<file path="config.mk">
export PLATFORM = sky130hd
export DESIGN_NAME = xor_stream_decryptor
export DESIGN_NICKNAME = d
export VERILOG_FILES = /design/src/rtl/xor_cipher_pkg.sv /design/src/rtl/serial_frame_rx.sv /design/src/rtl/xor_stream_decryptor.sv
export SDC_FILE = /design/constraint.sdc
export NUM_CORES = 1
export LEC_CHECK = 0
export ABC_AREA = 1
export BUFFER_PORTS_ARGS = -buffer_cell sky130_fd_sc_hd__buf_4
export CORE_ASPECT_RATIO = 0.5
export CORE_MARGIN = 1
export CORE_UTILIZATION = 55
export DETAILED_ROUTE_END_ITERATION = 8
export MAX_ROUTING_LAYER = met4
export PLACE_DENSITY = 0.75
export SYNTH_ARGS = -nofsm -noshare
export SYNTH_HDL_FRONTEND = slang
export SYNTH_SLANG_ARGS = --single-unit
</file>
<file path="constraint.sdc">
create_clock -name clk -period 13.46 [get_ports clk]
set_input_delay 2.692 -clock clk [delete_from_list [all_inputs] [get_ports clk]]
set_output_delay 2.692 -clock clk [all_outputs]
set_load 0.02 [all_outputs]
</file>
<file path="src/rtl/xor_cipher_pkg.sv">
// Shared sizing, the decrypt FSM state encoding and a counter-width helper.
// Latency: n/a (types and constants only).
// Backpressure: n/a.
package xor_cipher_pkg;

    // Default frame length and key width; the frame must hold a whole number of keys.
    localparam int MSG_SIZE_DEF   = 64;
    localparam int KEY_SIZE_DEF   = 8;
    localparam int NUM_CHUNKS_DEF = MSG_SIZE_DEF / KEY_SIZE_DEF;

    // Width of a counter that must be able to hold the value n itself.
    function automatic int cnt_width(input int n);
        return $clog2(n) + 1;
    endfunction

    typedef enum logic [2:0] {
        ST_IDLE    = 3'd0,
        ST_RECV    = 3'd1,
        ST_DECRYPT = 3'd2,
        ST_DONE    = 3'd3,
        ST_DRAIN   = 3'd4
    } state_t;

endpackage

</file>
<file path="src/rtl/serial_frame_rx.sv">
// Serial-to-parallel front end: shift register, bit counter, flag edge detect, frame checks.
// Latency: one bit per enabled clock; status strobes are combinational on the current inputs.
// Backpressure: none; ena=0 freezes every register so a paused frame resumes intact.
module serial_frame_rx
    import xor_cipher_pkg::*;
#(
    parameter int MSG_SIZE = MSG_SIZE_DEF,
    parameter int CNT_W    = cnt_width(MSG_SIZE_DEF)
) (
    input  logic                clk,
    input  logic                rst,
    input  logic                ena,
    input  logic                data_in,
    input  logic                flag_in,
    input  logic                in_idle,
    input  logic                in_recv,
    output logic                frame_start,
    output logic                frame_done,
    output logic                short_err,
    output logic                overrun_err,
    output logic [MSG_SIZE-1:0] shift_dat,
    output logic [CNT_W-1:0]    bit_cnt
);

    logic                flag_dly_q, flag_dly_d;
    logic [MSG_SIZE-1:0] shift_q, shift_d;
    logic [CNT_W-1:0]    cnt_q, cnt_d;
    logic                full;
    logic                take_bit;

    // Detect frame boundaries and decide whether this cycle's bit is captured.
    always_comb begin
        flag_dly_d  = ena ? flag_in : flag_dly_q;
        full        = (cnt_q == CNT_W'(MSG_SIZE));
        // A frame only opens on a fresh rising flag edge while the FSM is idle.
        frame_start = ena & in_idle & flag_in & ~flag_dly_q;
        frame_done  = ena & in_recv & ~flag_in & full;
        short_err   = ena & in_recv & ~flag_in & ~full;
        overrun_err = ena & in_recv & flag_in & full;
        take_bit    = ena & in_recv & flag_in & ~full;

        shift_d = shift_q;
        cnt_d   = cnt_q;
        if (frame_start) begin
            shift_d = {shift_q[MSG_SIZE-2:0], data_in};
            cnt_d   = CNT_W'(1);
        end else if (take_bit) begin
            shift_d = {shift_q[MSG_SIZE-2:0], data_in};
            cnt_d   = cnt_q + CNT_W'(1);
        end
    end

    // Receive-side state registers.
    always_ff @(posedge clk or posedge rst) begin
        if (rst) begin
            flag_dly_q <= 1'b0;
            shift_q    <= '0;
            cnt_q      <= '0;
        end else begin
            flag_dly_q <= flag_dly_d;
            shift_q    <= shift_d;
            cnt_q      <= cnt_d;
        end
    end

    assign shift_dat = shift_q;
    assign bit_cnt   = cnt_q;

endmodule

</file>
<file path="src/rtl/xor_stream_decryptor.sv">
// Rebuilds a serial ciphertext frame and XOR-decrypts it one key-width chunk per cycle.
// Latency: oValid rises NUM_CHUNKS+1 enabled clocks after the edge that sees the flag drop.
// Backpressure: none; ena=0 holds all state, bits arriving while decrypting flag an error.
module xor_stream_decryptor
    import xor_cipher_pkg::*;
#(
    parameter int MSG_SIZE = MSG_SIZE_DEF,
    parameter int KEY_SIZE = KEY_SIZE_DEF
) (
    input  logic                             clk,
    input  logic                             rst,
    input  logic                             ena,
    input  logic                             iData_in,
    input  logic                             iData_flag,
    input  logic [KEY_SIZE-1:0]              iKey,
    output logic [MSG_SIZE-1:0]              oPlaintext,
    output logic                             oValid,
    output logic                             oBusy,
    output logic                             oFrame_error,
    output logic [cnt_width(MSG_SIZE)-1:0]   oBit_counter
);

    localparam int NUM_CHUNKS = MSG_SIZE / KEY_SIZE;
    localparam int CNT_W      = cnt_width(MSG_SIZE);
    localparam int CIDX_W     = cnt_width(NUM_CHUNKS);

    state_t              state_q, state_d;
    logic [KEY_SIZE-1:0] key_q, key_d;
    logic [MSG_SIZE-1:0] work_q, work_d;
    logic [MSG_SIZE-1:0] plain_q, plain_d;
    logic [CIDX_W-1:0]   chunk_q, chunk_d;
    logic                valid_q, valid_d;
    logic                busy_q, busy_d;
    logic                err_q, err_d;

    logic                frame_start;
    logic                frame_done;
    logic                short_err;
    logic                overrun_err;
    logic [MSG_SIZE-1:0] shift_dat;
    logic [CNT_W-1:0]    bit_cnt;

    serial_frame_rx #(
        .MSG_SIZE (MSG_SIZE),
        .CNT_W    (CNT_W)
    ) u_rx (
        .clk         (clk),
        .rst         (rst),
        .ena         (ena),
        .data_in     (iData_in),
        .flag_in     (iData_flag),
        .in_idle     (state_q == ST_IDLE),
        .in_recv     (state_q == ST_RECV),
        .frame_start (frame_start),
        .frame_done  (frame_done),
        .short_err   (short_err),
        .overrun_err (overrun_err),
        .shift_dat   (shift_dat),
        .bit_cnt     (bit_cnt)
    );

    // Frame FSM and chunked XOR; every output is computed here and registered below.
    always_comb begin
        state_d = state_q;
        key_d   = key_q;
        work_d  = work_q;
        plain_d = plain_q;
        chunk_d = chunk_q;
        valid_d = valid_q;
        err_d   = err_q;

        if (ena) begin
            valid_d = 1'b0;
            unique case (state_q)
                ST_IDLE: begin
                    if (frame_start) begin
                        key_d   = iKey;
                        err_d   = 1'b0;
                        state_d = ST_RECV;
                    end
                end
                ST_RECV: begin
                    if (frame_done) begin
                        chunk_d = '0;
                        state_d = ST_DECRYPT;
                    end else if (short_err) begin
                        // Short frame: discard, keep the last good plaintext.
                        err_d   = 1'b1;
                        state_d = ST_IDLE;
                    end else if (overrun_err) begin
                        err_d   = 1'b1;
                        state_d = ST_DRAIN;
                    end
                end
                ST_DECRYPT: begin
                    // Bits arriving now are dropped, but the frame in hand still completes.
                    if (iData_flag) begin
                        err_d = 1'b1;
                    end
                    if (chunk_q < CIDX_W'(NUM_CHUNKS)) begin
                        // Chunk 0 is the most significant key-width slice.
                        for (int c = 0; c < NUM_CHUNKS; c++) begin
                            if (chunk_q == CIDX_W'(c)) begin
                                work_d[MSG_SIZE-1-c*KEY_SIZE -: KEY_SIZE] =
                                    shift_dat[MSG_SIZE-1-c*KEY_SIZE -: KEY_SIZE] ^ key_q;
                            end
                        end
                        chunk_d = chunk_q + CIDX_W'(1);
                    end else begin
                        plain_d = work_q;
                        valid_d = 1'b1;
                        state_d = ST_DONE;
                    end
                end
                ST_DONE: begin
                    if (iData_flag) begin
                        err_d = 1'b1;
                    end
                    state_d = ST_IDLE;
                end
                ST_DRAIN: begin
                    // Swallow the rest of an overlong frame before listening again.
                    if (!iData_flag) begin
                        state_d = ST_IDLE;
                    end
                end
                default: begin
                    state_d = ST_IDLE;
                end
            endcase
        end

        busy_d = (state_d != ST_IDLE);
    end

    // All FSM state and registered outputs.
    always_ff @(posedge clk or posedge rst) begin
        if (rst) begin
            state_q <= ST_IDLE;
            key_q   <= '0;
            work_q  <= '0;
            plain_q <= '0;
            chunk_q <= '0;
            valid_q <= 1'b0;
            busy_q  <= 1'b0;
            err_q   <= 1'b0;
        end else begin
            state_q <= state_d;
            key_q   <= key_d;
            work_q  <= work_d;
            plain_q <= plain_d;
            chunk_q <= chunk_d;
            valid_q <= valid_d;
            busy_q  <= busy_d;
            err_q   <= err_d;
        end
    end

    assign oPlaintext   = plain_q;
    assign oValid       = valid_q;
    assign oBusy        = busy_q;
    assign oFrame_error = err_q;
    assign oBit_counter = bit_cnt;

endmodule
</file>
==> impl_metrics.env <==
export IMPL_path_delay_family="simple AND/OR/NAND/NOR gates"
export IMPL_syn_area_mm2=0.009201
export IMPL_whs_ns=0.4839
export IMPL_detailedRoute_firstIterationViolations=450
export IMPL_ys_warn_count=0
export IMPL_clock_skew_final_ns=0.01117
export IMPL_rows=32
export IMPL_status="finished, final reports clean"
export IMPL_path_buf_inv=3
export IMPL_dp_cells=1251
export IMPL_fin_crit_sh_pct=35.22
export IMPL_instances_no_fill=1286
export IMPL_critical_path_max_stage_delay_ns=0.64
export IMPL_postRouteAntennaNets=0
export IMPL_synth_top_cell_by_area="dfrtp_1"
export IMPL_crit_path_start_kind="primary input"
export IMPL_core_area_mm2=0.01586
export IMPL_path_clk_slew_ns=0.06
export IMPL_setup_tns_ns=0
export IMPL_grt_use_total_pct=22.95
export IMPL_grt_max_degree=148
export IMPL_yosys_area_top_type_share_pct=59.29
export IMPL_layout_drive_gt1_share_pct=13.62
export IMPL_synth_distinct_cells=29
export IMPL_holdBufCountCts=0
export IMPL_pin_count=87
export IMPL_layout_nets=1071
export IMPL_numCtsBuffers=20
export IMPL_start_util_pct=58.03
export IMPL_fmax_mhz=210.9
export IMPL_setup_viol=0
export IMPL_required_ns=13.83
export IMPL_synthToLayoutAreaGrowth_pct=15.42
export IMPL_drv_cap=0
export IMPL_setup_ws_ns=8.719
export IMPL_gp_congestion=0.8905
export IMPL_final_max_slew_viol_count=0
export IMPL_die_area_mm2=0.01728
export IMPL_num_antenna_cells=0
export IMPL_p_per_area_mw_per_mm2=188.0
export IMPL_synth_cells=989
export IMPL_ys_ff_latch=218
export IMPL_worstSetupPathType="in -> reg"
export IMPL_end_kind="flip-flop"
export IMPL_dr_total_vias=6526
export IMPL_port_buffers=86
export IMPL_synth_common_cells="369 x nand2_1, 218 x dfrtp_1, 88 x o21ai_0"
export IMPL_yosysSeqAreaShare_pct=59.29
export IMPL_cts_num_sinks=218
export IMPL_overflow=0
export IMPL_fp_dieH_um=93.46
export IMPL_async_reset_ff_share_pct=100.0
export IMPL_p_leak_nw=5.758
export IMPL_cp_slowest_cell="inv_2"
export IMPL_cts_setup_buffers=0
export IMPL_rsz0062_at_grt="no"
export IMPL_root_buffer="clkbuf_16"
export IMPL_hold_class="reg -> reg"
export IMPL_ir_drop_v=0.0001142
export IMPL_synth_edff_count=0
export IMPL_wl_um=18110
export IMPL_die_x_um=184.9
export IMPL_grt_pass1_wl_um=30270
export IMPL_viasPerCell=5.075
export IMPL_cts_tree="done"
export IMPL_worstPathArrival_ns=5.11
export IMPL_wire_per_inst_um=14.08
export IMPL_firstDrtPassIters=7
export IMPL_dp_slack_ns=8.248
export IMPL_syn_nets=1008
export IMPL_syn_avg_cell_area_um2=9.304
export IMPL_insertion_delay_ns=0.49
export IMPL_grt_pass1_vias=6296
export IMPL_crit_chain="buf_4 -> nand3_1 -> nor2_4 -> inv_2 -> nand2_4 -> inv_2 -> nand2_1 -> nand2_1"
export IMPL_clock_path_buffers=3
export IMPL_ys_flop_type="dfrtp_1"
export IMPL_cts_resized=0
export IMPL_yosysMostFrequentCell="nand2_1"
export IMPL_worst_slew_pin_slew_ns=1.112
export IMPL_finalPower_mw=1.996
export IMPL_min_period_ns=4.741
export IMPL_antenna_found_initial=0
export IMPL_crit_fanout=69
export IMPL_fillers=1277
export IMPL_hold_viol=0
export IMPL_dp_hpwl_um=11240
export IMPL_cts_htree_levels=1
export IMPL_slew_limit_headroom_pct=25.73
export IMPL_netlist_top_cells_area="dfrtp_1 59%, nand2_1 15%, xor2_1 6.3%"
export IMPL_route_detailed_drc=0
[sequential cells by signal (all words and copies together), names as in the netlist, 3 cells and up]
| name | flops |
|---|---|
| state_q | 3 |
| oPlaintext | 64 |
| chunk_q | 4 |
| key_q | 8 |
| work_q | 64 |
| u_rx.shift_dat | 64 |
| u_rx.bit_cnt | 7 |
[layer usage]
| metal | up-vias | wire [um] | share of wire [%] | global-route usage, % |
|---|---|---|---|---|
| met1 | 3128 | 8533 | 47 | 32.01 |
| met3 | 37 | 973 | 5.4 | 3.115 |
| li1 | 3180 | - | - | - |
| met4 | 0 | 421 | 2.3 | 6.267 |
| met2 | 181 | 8180 | 45 | 35.75 |
| met5 | - | 0 | 0 | - |
[cells in the final DEF, fill, tap and decap left out, types with 4 or more instances in the layout]
cell type	instances
nand2_1	368
dfrtp_1	218
o21ai_0	88
buf_4	87
inv_1	82
xor2_1	66
o21ai_1	49
clkbuf_16	21
nor2_1	11
nand3_1	9
a21oi_1	7
nor3_4	6
ha_1	6
inv_2	5
clkbuf_1	5
bufinv_16	4
clkbuf_8	4
[area by class of cell]
cell class | instances | area, um^2 | area share (%)
Clock inverter | 5 | 128.9 | 1.213
Clock buffer | 30 | 599.3 | 5.643
Sequential cell | 218 | 5455 | 51.37
Timing Repair Buffer | 87 | 653.1 | 6.150
Multi-Input combinational cell | 635 | 3157 | 29.72
Inverter | 90 | 350.3 | 3.299
Tap cell | 221 | 276.5 | 2.604
[power breakdown]
group          internal, mW  switching, mW  leakage [nW]
sequential            0.780          0.129          2.78
clock                 0.385          0.240         0.355
combinational         0.189          0.273          2.62
total                  1.35          0.641          5.76
[cell families after synthesis]
kind of cell / count (synthesis) / synth area share (%)
buf+inv: 136 / 6.486
simple gates: 412 / 18.68
flops: 218 / 59.29
xor+xnor: 69 / 6.568
compound gates: 148 / 8.159
fa+ha+maj: 6 / 0.8159
[worst paths after layout]
path                            depth (start not counted)            start  slack, ns            endpoint
worst max register to register                         10  u_rx.bit_cnt[0]      10.61  u_rx.shift_dat[57]
worst min-delay path                                    2   oPlaintext[55]       0.48      oPlaintext[55]
min in group asynchronous                               2              rst       2.44      oPlaintext[46]
max in group asynchronous                               3              rst       9.51  u_rx.shift_dat[52]
worst min register to register                          2   oPlaintext[55]       0.48      oPlaintext[55]
worst max-delay path                                    8              ena       8.72  u_rx.shift_dat[57]
[worst min-delay path, stage by stage, from the launching register on]
cell,delay [ns]
dfrtp_1,0.34
nand2_1,0.05
o21ai_0,0.06
[per-stage QoR]
step / area [um^2] / utilization, %
2_1_floorplan: 9201 / -
3_3_place_gp: 9892 / 62.39
3_5_place_dp: 9892 / 62.39
4_1_cts: 10620 / 66.98
5_1_grt: 10620 / 66.98
6_report: 10620 / 66.98
Power figures use the tool's default switching activity.
